`src/rtl/trdb_pkg.sv`:
```
// rtl/trdb_pkg.sv - shared types and constants for the trace debugger register path
// Contents: register offsets, APB bridge FSM state type, bridge timeout default.
package trdb_pkg;

  localparam logic [11:0] REG_TRDB_CTRL   = 12'h000;
  localparam logic [11:0] REG_TRDB_STATUS = 12'h004;
  localparam logic [11:0] REG_TRDB_FILTER = 12'h008;
  localparam logic [11:0] REG_TRDB_DUMP   = 12'h00C;

  localparam int unsigned TRDB_APB_TIMEOUT_DEFAULT = 16;

  typedef enum logic [1:0] {
    IDLE = 2'd0,
    REQ  = 2'd1,
    DONE = 2'd2,
    ERR  = 2'd3
  } trdb_apb_state_e;

endpackage

```
`src/rtl/trdb_apb_bridge.sv`:
```
// rtl/trdb_apb_bridge.sv - APB3 completer driving the trace debugger register request interface
// Ports:
//   clk_i, rst_ni                                   clock, async active-low reset
//   paddr_i, pwdata_i, pwrite_i, psel_i, penable_i  APB request
//   prdata_o, pready_o, pslverr_o                   APB response (all decoded from registers)
//   per_valid_o, per_we_o, per_addr_o, per_wdata_o  register file request
//   per_rdata_i, per_ready_i                        register file response
module trdb_apb_bridge
  import trdb_pkg::*;
#(
  parameter int unsigned APB_ADDR_WIDTH = 12,
  parameter int unsigned DECODE_MSB     = 7,
  parameter int unsigned TIMEOUT_CYCLES = TRDB_APB_TIMEOUT_DEFAULT
) (
  input  logic                      clk_i,
  input  logic                      rst_ni,
  input  logic [APB_ADDR_WIDTH-1:0] paddr_i,
  input  logic [31:0]               pwdata_i,
  input  logic                      pwrite_i,
  input  logic                      psel_i,
  input  logic                      penable_i,
  output logic [31:0]               prdata_o,
  output logic                      pready_o,
  output logic                      pslverr_o,
  output logic                      per_valid_o,
  output logic                      per_we_o,
  output logic [APB_ADDR_WIDTH-1:0] per_addr_o,
  output logic [31:0]               per_wdata_o,
  input  logic [31:0]               per_rdata_i,
  input  logic                      per_ready_i
);

  // A zero timeout still needs a 1-bit counter to keep the declarations legal.
  localparam int unsigned CW = (TIMEOUT_CYCLES > 0) ? $clog2(TIMEOUT_CYCLES + 1) : 1;
  localparam logic [CW-1:0] CNT_LAST = CW'((TIMEOUT_CYCLES > 0) ? TIMEOUT_CYCLES - 1 : 0);
  localparam logic [CW-1:0] CNT_MAX  = CW'(TIMEOUT_CYCLES);

  // Address bits above DECODE_MSB; a shift of the full width yields an empty mask.
  localparam logic [APB_ADDR_WIDTH-1:0] HI_MASK = {APB_ADDR_WIDTH{1'b1}} << (DECODE_MSB + 1);

  trdb_apb_state_e           state_q, state_d;
  logic [CW-1:0]             cnt_q, cnt_d;
  logic [APB_ADDR_WIDTH-1:0] addr_q, addr_d;
  logic [31:0]               wdata_q, wdata_d;
  logic                      we_q, we_d;
  logic [31:0]               rdata_q, rdata_d;
  logic                      addr_ok;

  assign addr_ok = (paddr_i[1:0] == 2'b00) && ((paddr_i & HI_MASK) == '0);

  always_ff @(posedge clk_i or negedge rst_ni) begin
    if (!rst_ni) begin
      state_q <= IDLE;
      cnt_q   <= '0;
      addr_q  <= '0;
      wdata_q <= '0;
      we_q    <= 1'b0;
      rdata_q <= '0;
    end else begin
      state_q <= state_d;
      cnt_q   <= cnt_d;
      addr_q  <= addr_d;
      wdata_q <= wdata_d;
      we_q    <= we_d;
      rdata_q <= rdata_d;
    end
  end

  always_comb begin
    state_d = state_q;
    cnt_d   = '0;
    addr_d  = addr_q;
    wdata_d = wdata_q;
    we_d    = we_q;
    rdata_d = rdata_q;
    unique case (state_q)
      IDLE: begin
        if (psel_i && penable_i) begin
          addr_d  = paddr_i;
          wdata_d = pwdata_i;
          we_d    = pwrite_i;
          state_d = addr_ok ? REQ : ERR;
        end
      end
      REQ: begin
        if (per_ready_i) begin
          rdata_d = we_q ? 32'h0 : per_rdata_i;
          state_d = DONE;
        end else if ((TIMEOUT_CYCLES != 0) && (cnt_q == CNT_LAST)) begin
          state_d = ERR;
        end else begin
          // Counter only survives while staying in REQ; any exit leaves cnt_d at 0.
          cnt_d = (cnt_q == CNT_MAX) ? cnt_q : cnt_q + CW'(1);
        end
      end
      DONE:    state_d = IDLE;
      ERR:     state_d = IDLE;
      default: state_d = IDLE;
    endcase
  end

  // Every output decodes registered state, so neither side sees a combinational path.
  assign per_valid_o = (state_q == REQ);
  assign per_we_o    = (state_q == REQ) && we_q;
  assign per_addr_o  = addr_q;
  assign per_wdata_o = wdata_q;
  assign pready_o    = (state_q == DONE) || (state_q == ERR);
  assign pslverr_o   = (state_q == ERR);
  assign prdata_o    = (state_q == DONE) ? rdata_q : 32'h0;

`ifndef SYNTHESIS
  // The master must hold the transfer until pready; the request completes regardless.
  a_psel_held_in_req : assert property (@(posedge clk_i) disable iff (!rst_ni)
    (state_q == REQ) |-> psel_i);
`endif

endmodule

```
`config.mk`:
```
export PLATFORM = sky130hd
export DESIGN_NAME = trdb_apb_bridge
export DESIGN_NICKNAME = d
export VERILOG_FILES = /design/src/rtl/trdb_pkg.sv /design/src/rtl/trdb_apb_bridge.sv
export SDC_FILE = /design/constraint.sdc
export NUM_CORES = 1
export LEC_CHECK = 0
export CAP_MARGIN = 20
export CORE_AREA = 2 2 97 108
export CTS_CLUSTER_DIAMETER = 80
export DETAILED_ROUTE_END_ITERATION = 6
export DIE_AREA = 0 0 99 110
export GPL_TIMING_DRIVEN = 0
export PLACE_DENSITY = 0.75
export SLEW_MARGIN = 25
export SYNTH_ARGS = -nofsm -noshare
export SYNTH_HDL_FRONTEND = slang
export SYNTH_SLANG_ARGS = --single-unit
```
`constraint.sdc`:
```
create_clock -name clk_i -period 1.47 [get_ports clk_i]
set_input_delay 0.294 -clock clk_i [delete_from_list [all_inputs] [get_ports clk_i]]
set_output_delay 0.294 -clock clk_i [all_outputs]
set_load 0.005 [all_outputs]
```
# Word-level counts from Yosys, hierarchy flattened
# Cells that the tools add are included.
# totals
wordCells	37
input_bits	82
reg_bits	84
out_inout_bits	80
# classes
addsub	1
reduce_logical	11
eq_ne	8
n_mux	11
# ops
operator	n
$mux W32	2
$mux W5	4
$logic_not A12 Y1	1
$mux W2	4
$pmux W2 S3	1
$reduce_and A2 Y1	3
$add A5 B1 Y5 const B	1
$eq A5 B4 Y1 const B	1
$eq A5 B5 Y1 const B	1
$eq A2 B2 Y1 const B	2
$logic_not A2 Y1	2
$ne A4 B4 Y1 const B	1
$logic_and A1 B1 Y1	3
$ne A3 B1 Y1 const B	1
$eq A2 B1 Y1 const B	1
$ne A2 B2 Y1 const B	1
$reduce_or A2 Y1	1
$logic_or A1 B1 Y1	1

# Longest topological paths before layout
# Gate-level depths: netlist of run 1.
# logic_depth
ltp_word	5
depth_mapped	5
ltp_nobuf	5

# Least setup slack after synthesis of run 1
# Ideal clock, no wire load.
# synth_timing
kind	flip-flop to flip-flop
from	register state_q[0]
to	register wdata_q[10], in the netlist per_wdata_o[10]
t_required_ns	1.345
t_arrival_ns	1.312
period_less_slack_ns	1.437
setup_ns	0.125
slack_ns	0.033
path_stages_with_launch	6
path_buffers	2
path_cell_list	dfrtp_1 nor2_1 and3_4 buf_6 buf_6 mux2_4
# synth_between
elab_chain_cells	2
# synth_lines
element	line	source
start: declaration	trdb_apb_bridge.sv:41	trdb_apb_state_e state_q, state_d;
start signal: assignment	trdb_apb_bridge.sv:60	state_q <= state_d;
$logic_not A2 Y1	trdb_apb_bridge.sv:76	unique case (state_q)
$reduce_and A2 Y1 (no source line)	-	
end signal: assignment	trdb_apb_bridge.sv:63	wdata_q <= wdata_d;
end: declaration	trdb_apb_bridge.sv:44	logic [31:0] wdata_q, wdata_d;
# No other way between the ends.
# A chain may end at the register's enable or synchronous reset.

# Worst setup path after layout of run 1
# layout_timing
from	register state_q[0]
to	output port prdata_o[13]
# layout_between
elab_chain_cells	2
# layout_lines
element	line	source
$eq A2 B2 Y1	trdb_apb_bridge.sv:109	assign prdata_o = (state_q == DONE) ? rdata_q : 32'h0;
$mux W32	trdb_apb_bridge.sv:109	
end: declaration	trdb_apb_bridge.sv:22	output logic [31:0] prdata_o,
# No other way between the ends.

==> results of run 1 <==
## placed cells by master, fill, tap and decap left out, types with 11 or more instances in the layout
master	netlist	routed
dfrtp_1	84	81
nand2b_1	34	34
clkdlybuf4s50_1	0	80
nand2_1	34	34
dlygate4sd2_1	0	45
buf_4	0	13
mux2_4	10	11
mux2_2	35	34
o21ai_0	34	34
and2_4	0	30
buf_6	2	37
## power breakdown
| part | switching (W) | total (W) | leakage (nW) | internal, W |
|---|---|---|---|---|
| clock network | 0.000810 | 0.00193 | 0.117 | 0.00113 |
| registers | 0.000421 | 0.00352 | 1.04 | 0.00310 |
| logic | 0.000972 | 0.00277 | 1.66 | 0.00180 |
## cell families after synthesis
group | share of synthesized area, %
AND/OR/NAND/NOR | 18.5
flip-flops | 57.9
multiplexers | 15.3
AO/OA/AOI/OAI | 4.82
buffers and inverters | 2.45
XOR/XNOR | 0.482
adder cells (fa/ha/maj) | 0.689
## area by class of cell
cell class	instances	area (um2)	share of cell area (%)
sequential	84	2110	34.2
timing repair buffer	189	1950	31.6
multi-input combinational	205	1550	25.2
buffer	15	163	2.64
tap	120	150	2.44
clock buffer	11	131	2.14
clock inverter	5	100	1.63
inverter	2	7.51	0.122
## per-stage QoR
stage,std cells,TNS [ns],instance area (um2),power (W)
after global routing,631,-25.35,6150,0.00876
after detailed placement,590,-41.05,5420,0.00618
final,631,-19.99,6150,0.00823
after floorplan,308,0,3630,0.00458
after global placement,589,-286.73,5400,0.00609
after CTS,630,-21.37,6070,0.00825
## state kept, by name, indices dropped and copies added, names as in the netlist
name         cells
per_wdata_o     32
cnt_q            5
we_q             1
rdata_q         32
per_addr_o      12
state_q          2
## final timing paths
path / startpoint / endpoint / slack, ns / cells past startpoint
worst max-delay path: state_q[0]$_DFFE_PN0P_ / prdata_o[13] / -0.34 / 5
worst min-delay path: rst_ni / per_wdata_o[3]$_DFFE_PN0P_ / 0.33 / 2
worst max register to register: state_q[1]$_DFFE_PN0P_ / per_wdata_o[4]$_DFFE_PN0P_ / -0.34 / 7
worst min register to register: rdata_q[30]$_DFFE_PN0P_ / rdata_q[30]$_DFFE_PN0P_ / 0.48 / 2
max in group asynchronous: rst_ni / state_q[1]$_DFFE_PN0P_ / 0.54 / 3
min in group clk_i: rdata_q[30]$_DFFE_PN0P_ / rdata_q[30]$_DFFE_PN0P_ / 0.48 / 2
## repair_timing
item                                    in CTS  in global routing
hold buffers                                 1                  0
hold endpoints to repair                    14                  0
pin swaps                                   30                  1
buffers inserted                            19                  3
gates resized for setup                    271                 39
cloned                                       6                  0
endpoints found under the setup margin     142                115
## metal layers
layer / vias to the layer above / share of wire [%]
met3: 20 / 6.5
met4: 0 / 1.9
met1: 1439 / 40
met5: - / 0
met2: 98 / 51
li1: 1414 / -
==> impl_metrics.ini, run 1 <==
[worst_setup_path]
critPathArrivalTime_ns = 1.52
path_delay_family = flip-flops
required_ns = 1.18
cp-start-kind = flip-flop
cpMostUsedCell = buf_8
critPathKind = reg2out
crit_path_end_kind = primary output
critPathMaxFanout = 5
critical_path_buf_inv_count = 3
cp_slowest_cell = dfrtp_2
worstPathCellList = nor2b_4, buf_8, buf_8, and2_4, buf_6
max_stage_delay_ns = 0.44

[timing]
fin_crit_sh_pct = 123
finalCriticalPeriod_ns = 1.81
setup_viol = 81
relSlewSlack_pct = 76.6
finalHoldViolCount = 0
rsz0062_at_grt = yes
drv_slew = 0
final.setup.worst_slack_ns = -0.344
max_freq_mhz = 551
finClkSkew_ns = 0.00816
hold_slack_ns = 0.328
worst_pin_slew_ns = 0.350

[global_routing]
grtUsageTotal_pct = 18.1
grt_max_degree = 71
grt_pass1_wl_mm = 15.2
top_usage_layer = met2
grt-ovfl-total = 0
antenna_found_initial = 0
use_met3_pct = 5.49
met2_usage_pct = 31.0
met1_usage_pct = 21.6
grt_pass1_vias = 3089

[routing]
routed_wl_mm = 9.57
dr.first_iter.drc_count = 107
route.antenna.remaining_nets = 0
vias_per_cell = 4.71
vias = 2971
drc = 0
first_pass_iters = 4
wire_per_inst_um = 15.2

[pwr]
leakage_nw = 2.82
vdd_drop_max_v = 0.000806
p_per_area_nw_per_um2 = 1340

[layout]
utilization_pct = 63.1
drive_gt1_share_pct = 34.1
syn_to_final_growth_pct = 69.4
fillers = 777
nets = 590
antenna_cells = 0

[yosys]
synth_edf_count = 0
synthTopCellsByArea = dfrtp_1 (58%), mux2_2 (11%), and2_1 (5.9%), nand2b_1 (5.9%), o21ai_0 (4.7%)
yosysTopAreaCell = dfrtp_1
ys_ff_latch = 84
synth_most_common_cell = dfrtp_1
avgSynthCellArea_um2 = 11.8
syn_area_um2 = 3630
netlist_instances = 308
netlist.area_leader.share_pct = 57.9
yosysUniqueCellTypes = 28
synth_commonest_cells = dfrtp_1 (84), mux2_2 (35)
synth-seq-area-share_pct = 57.9
synthArstFlopShare_pct = 100
yosys_most_used_dff = dfrtp_1
ys_warn_count = 0
synth_nets = 392

[clock_network]
insertion_delay_ns = 0.35
clockBufferDepth = 2
cts_root_buffer = clkbuf_8
h-tree-depth = 3
cts_num_sinks = 84
cts_buffers = 9
clk_pin_slew_ns = 0.09
cts_tree = built

[outcome]
status = finished, violations left
violations = negative setup slack

[die]
start_util_pct = 37.3
die_area_um2 = 10900
io_pins = 162
core_area_um2 = 9750
fp.dieH_um = 110
rows = 38
die_w_um = 99

[placed_design]
io_buffers = 161
place_ws_ns = -0.691
place_congestion = 0.721
dpl.hpwl_mm = 6.57

[hold_path]
hold_path_class = in2async

[run]
drv_cap = 0
Power figures use the tool's default switching activity.
==> run 2, diff against run 1 <==
--- a/config.mk
+++ b/config.mk
@@ -8,10 +8,9 @@
 export CAP_MARGIN = 20
 export CORE_AREA = 2 2 97 108
-export CTS_CLUSTER_DIAMETER = 80
 export DETAILED_ROUTE_END_ITERATION = 6
 export DIE_AREA = 0 0 99 110
 export GPL_TIMING_DRIVEN = 0
 export PLACE_DENSITY = 0.75
-export SLEW_MARGIN = 25
+export SLEW_MARGIN = 20
 export SYNTH_ARGS = -nofsm -noshare
 export SYNTH_HDL_FRONTEND = slang
==> constraint.sdc (replaced) <==
create_clock -name clk_i -period 1.47 [get_ports clk_i]
set_input_delay 0.294 -clock clk_i [delete_from_list [all_inputs] [get_ports clk_i]]
set_output_delay 0.294 -clock clk_i [all_outputs]
set_load 0.01 [all_outputs]
==> run 2 against run 1 <==
The flow still finishes with violations (negative setup slack); register-to-register slack worse by 0.03 ns; die area did not move; final area grew 1.5%; largest cell class is now flip-flops and latches; final cell count grew 0.32%; clock power about the same; critical endpoint is now per_wdata_o[5]$_DFFE_PN0P_; clock skew decreased by 0.0020 ns; sequential power about the same; fmax down 1.8%; non-clock buffer count grew 2; utilization up 0.95 points.
==> impl_metrics.ini, run 2 (same netlist as run 1, synthesis figures left out) <==
[outcome]
status = finished, violations left
violations = negative setup slack

[clock_network]
clk_pin_slew_ns = 0.08
cts_tree = built
cts_root_buffer = clkbuf_8
clockBufferDepth = 2
insertion_delay_ns = 0.35
h-tree-depth = 3
cts_buffers = 9
cts_num_sinks = 84

[timing]
finalCriticalPeriod_ns = 1.85
drv_slew = 0
setup_viol = 81
max_freq_mhz = 541
finalHoldViolCount = 0
finClkSkew_ns = 0.00614
worst_pin_slew_ns = 0.594
relSlewSlack_pct = 60.4
rsz0062_at_grt = yes
fin_crit_sh_pct = 126
final.setup.worst_slack_ns = -0.378

[worst_setup_path]
startpoint = state_q[1]$_DFFE_PN0P_
required_ns = 1.71
cp-start-kind = flip-flop
reg2reg_from = state_q[1]$_DFFE_PN0P_
critPathKind = reg2reg
critPathMaxFanout = 5
crit_path_end_kind = flip-flop
worst-r2r-cell-count = 9
critPathArrivalTime_ns = 2.09

[pwr]
intPower_w = 0.00615
netSwitchingPower_w = 0.00247
switching_share_pct = 28.6
p_per_area_nw_per_um2 = 1380
power_frac_seq_pct = 41.0
leakage_nw = 2.91
pwr-share-clk_pct = 22.6
total_power_w = 0.00862
vdd_drop_max_v = 0.000737
pwr-share-comb_pct = 36.4

[die]
io_pins = 162
start_util_pct = 37.3
rows = 38
die_w_um = 99
fp.dieH_um = 110
core_area_um2 = 9750
die_area_um2 = 10900

[routing]
drc = 0
dr.first_iter.drc_count = 89
wire_per_inst_um = 15.6
vias_per_cell = 4.70
vias = 2978
route.antenna.remaining_nets = 0
routed_wl_mm = 9.89
first_pass_iters = 4

[layout]
nets = 592
syn_to_final_growth_pct = 71.9
drive_gt1_share_pct = 34.7
layout_commonest_cell = dfrtp_1
mostFrequentLayoutCells = dfrtp_1 (81), clkdlybuf4s50_1 (80), dlygate4sd2_1 (44), buf_6 (43), mux2_4 (39)
antenna_cells = 0
layout.cells.non_filler = 633

[hold_path]
hold_path_class = in2async

[global_routing]
antenna_found_initial = 0
grt-ovfl-total = 0
grtUsageTotal_pct = 18.5
grt_pass1_wl_mm = 15.7
grt_pass1_vias = 3135
grt_max_degree = 46

[placed_design]
dpl.hpwl_mm = 6.64
io_buffers = 161
place_congestion = 0.721
placed_cells = 590

[run]
drv_cap = 0
[run 2: cell types whose count changed in the layout (fill, tap and decap cells not counted), sizes merged]
cell / delta
dlygate4sd2: -1
clkbuf: +2
bufbuf: -1
buf: +2
[run 2: repair_timing]
action / in CTS / in global routing
setup endpoints to repair: 142 / 115
cloned: 5 / 0
pin swaps: 29 / 3
endpoints found under the hold margin: 44 / 0
setup buffers: 13 / 12
gates resized for setup: 294 / 50
hold buffers: 1 / 0
[run 2: area by class of cell]
type	instances	area [um2]
multi-input cells	205	1670
clock buffers	11	131
plain buffers	14	121
well taps	120	150
fillers	776	3500
repair buffers	192	1960
flip-flops and latches	84	2110
clock inverters	5	100
inverters	2	7.51
[run 2: final timing paths]
kind	end	slack, ns
max in group asynchronous	we_q$_DFFE_PN0P_	0.34
min in group clk_i	rdata_q[16]$_DFFE_PN0P_	0.48
max	per_wdata_o[5]$_DFFE_PN0P_	-0.38
min	per_wdata_o[3]$_DFFE_PN0P_	0.48
min reg2reg	rdata_q[16]$_DFFE_PN0P_	0.48
max reg2reg	per_wdata_o[5]$_DFFE_PN0P_	-0.38
[run 2: worst max-delay path, cell delays in order, from the launching register on]
cell and delay [ns]:
dfrtp_2 0.43, buf_4 0.14, buf_6 0.11, buf_6 0.11, nor2_4 0.08, and3_4 0.22, buf_8 0.14, buf_12 0.11
buf_12 0.11, mux2_4 0.30
[run 2: metal layers]
| metal | vias up | share of wire (%) | track usage, % |
|---|---|---|---|
| met4 | 0 | 2.0 | 6.75 |
| met2 | 102 | 50 | 31.5 |
| met1 | 1440 | 41 | 22.3 |
| li1 | 1418 | - | - |
| met5 | - | 0 | 0 |
| met3 | 18 | 6.2 | 5.42 |
[run 2: metrics by stage]
step,setup slack [ns],setup TNS [ns],hold slack (ns),utilization (%),instance area [um2]
2_1_floorplan,0.0328,0,-0.00159,-,3630
3_3_place_gp,-2.95,-287.93,0.456,55.4,5400
3_5_place_dp,-0.729,-42.08,0.334,55.5,5410
4_1_cts,-0.386,-17.71,0.481,61.9,6030
5_1_grt,-0.441,-26.80,0.495,64.1,6250
6_report,-0.378,-21.72,0.478,64.1,6250
[run 2: power groups by stage]
stage	Clock, W	Sequential [W]	Combinational, W
final	0.00195	0.00354	0.00314
after global routing	0.00209	0.00365	0.00342
after CTS	0.00198	0.00352	0.00297
after detailed placement	0	0.00354	0.00284
after global placement	0	0.00350	0.00279
after floorplan	0	0.00366	0.00112
==> run 3, diff against run 2 <==
- CORE_AREA: 2 2 97 108 -> 2 2 89 100
- DIE_AREA: 0 0 99 110 -> 0 0 91 102
- PLACE_DENSITY: 0.75 -> 0.84
- clock period: 1.47 -> 2.2 ns (I/O delays scaled with it)
==> run 3 against run 2 <==
The flow now finishes without violations; sequential cell count did not move; via count fell by 3.5%; wire length fell by 9.4%; utilization rose by 4.7 points; critical path depth fell by 3; count of clock-buffer cells in the layout did not move; worst setup slack improved by 0.44 ns; sequential power fell by 34%; final area fell by 9.3%; largest cell class unchanged; highest routed layer unchanged.
==> impl_metrics.ini, run 3 (same netlist as run 1, synthesis figures left out) <==
[outcome]
status = finished clean

[die]
fp.dieH_um = 102
die_w_um = 91
core_area_um2 = 8230
rows = 35
die_area_um2 = 9280
start_util_pct = 44.1
io_pins = 162

[timing]
final.setup.worst_slack_ns = 0.0578
finalCriticalPeriod_ns = 2.14
relSlewSlack_pct = 60.9
drv_slew = 0
finClkSkew_ns = 0.0106
finalHoldViolCount = 0
finalSetupTns_ns = 0
worst_pin_slew_ns = 0.586
setup_viol = 0
max_freq_mhz = 467
fin_crit_sh_pct = 97.4
rsz0062_at_grt = yes

[clock_network]
cts_hold_buf = 0
clockBufferDepth = 2
cts_num_sinks = 84
insertion_delay_ns = 0.34
h-tree-depth = 3
cts_tree = built
cts_buffers = 9
clk_pin_slew_ns = 0.08
cts_root_buffer = clkbuf_8

[routing]
top_layer_used = met4
dr.first_iter.drc_count = 70
wire_per_inst_um = 14.9
routed-wl-met2_mm = 4.57
drt-met1-wl_mm = 3.61
vias = 2875
routed-wl-met3_um = 656
vias_per_cell = 4.78
first_pass_iters = 5
route.antenna.remaining_nets = 0
routed_wl_mm = 8.96
drc = 0

[worst_setup_path]
critPathArrivalTime_ns = 1.70
cp_slowest_cell = dfrtp_2
worstPathCellList = nor2b_4, buf_4, clkbuf_8, buf_4, and2_1, clkdlybuf4s15_1
max_stage_delay_ns = 0.43
cpMostUsedCell = buf_4
required_ns = 1.76
critPathKind = reg2out
cp-start-kind = flip-flop
critPathMaxFanout = 5
crit_path_end_kind = primary output

[global_routing]
grt_max_degree = 46
grtUsageTotal_pct = 20.2
grt_pass1_vias = 3086
grt_pass1_wl_mm = 14.8
grt-ovfl-total = 0
antenna_found_initial = 0

[pwr]
p_per_area_nw_per_um2 = 952
vdd_drop_max_v = 0.000640
leakage_nw = 2.61

[run]
drv_cap = 0

[layout]
finalInstanceArea_um2 = 5670
layout_commonest_cell = clkdlybuf4s50_1
mostFrequentLayoutCells = clkdlybuf4s50_1 (128), dfrtp_1 (81), mux2_2 (35)
fillers = 668
multi_input_area_um2 = 1450
regArea_um2 = 2110
layout.cells.non_filler = 601
antenna_cells = 0
nets = 570
drive_gt1_share_pct = 16.7
syn_to_final_growth_pct = 55.9

[placed_design]
dpl_cell_area_um2 = 5400
place_congestion = 0.737
dpl.hpwl_mm = 6.79
io_buffers = 161
place_ws_ns = -0.140
placed_cells = 581

[hold_path]
hold_path_class = in2async
-- run 3: cell types whose count changed in the layout (fill, tap and decap cells not counted), sizes merged --
cell / change
dlygate4sd3: -1
clkbuf: +6
dlymetal6s2s: +5
buf: -61
dlygate4sd2: -20
clkinv: -2
clkdlybuf4s15: +1
clkdlybuf4s50: +48
bufinv: -1
clkinvlp: +2
-- run 3: final cells by class --
cell class | instances | area share [%]
buffer | 16 | 1.90
inverter | 2 | 0.133
clock inverter | 4 | 1.33
tap | 111 | 2.45
timing repair buffer | 168 | 29.1
multi-input combinational | 205 | 25.6
sequential | 84 | 37.2
clock buffer | 11 | 2.32
-- run 3: final timing paths --
| kind | start | to | slack, ns | depth (start not counted) |
|---|---|---|---|---|
| max | state_q[1]$_DFFE_PN0P_ | prdata_o[28] | 0.06 | 6 |
| min in group clk_i | rdata_q[3]$_DFFE_PN0P_ | rdata_q[3]$_DFFE_PN0P_ | 0.47 | 2 |
| min | rst_ni | per_wdata_o[6]$_DFFE_PN0P_ | 0.09 | 1 |
| min reg2reg | rdata_q[3]$_DFFE_PN0P_ | rdata_q[3]$_DFFE_PN0P_ | 0.47 | 2 |
| max reg2reg | state_q[0]$_DFFE_PN0P_ | per_wdata_o[12]$_DFFE_PN0P_ | 0.47 | 6 |
| max in group asynchronous | rst_ni | state_q[0]$_DFFE_PN0P_ | 1.47 | 2 |
-- run 3: what timing repair did --
item                       CTS  global route
gates resized for setup     40            12
setup endpoints to repair   33             6
gates cloned                 1             0
buffers inserted             4             1
pin swaps                    0             0
-- run 3: layer usage --
metal	vias up	track usage, %
met1	1385	23.9
met5	-	0
met4	0	6.88
met2	103	34.6
li1	1377	-
met3	10	7.01
-- run 3: power by group --
part / total (W) / internal, W / switching [W] / leakage [nW]
registers: 0.00235 / 0.00207 / 0.000280 / 1.04
logic: 0.00188 / 0.00116 / 0.000722 / 1.47
clock network: 0.00116 / 0.000634 / 0.000525 / 0.0956
total: 0.00539 / 0.00387 / 0.00153 / 2.61
-- run 3: metrics by stage --
stage	power, W	util, %	hold slack [ns]
floorplan	0.00319	-	0.144
global placement	0.00418	65.4	0.454
detailed placement	0.00428	65.6	0.463
CTS	0.00545	68.6	0.0971
global route	0.00574	68.8	0.112
finish	0.00539	68.8	0.0864
-- run 3: critical path: cells and delay by family, from the launching register on --
kind,cells,cell delay (ns)
buffers and inverters,4,0.65
DFF,1,0.43
and+or+nand+nor,2,0.29
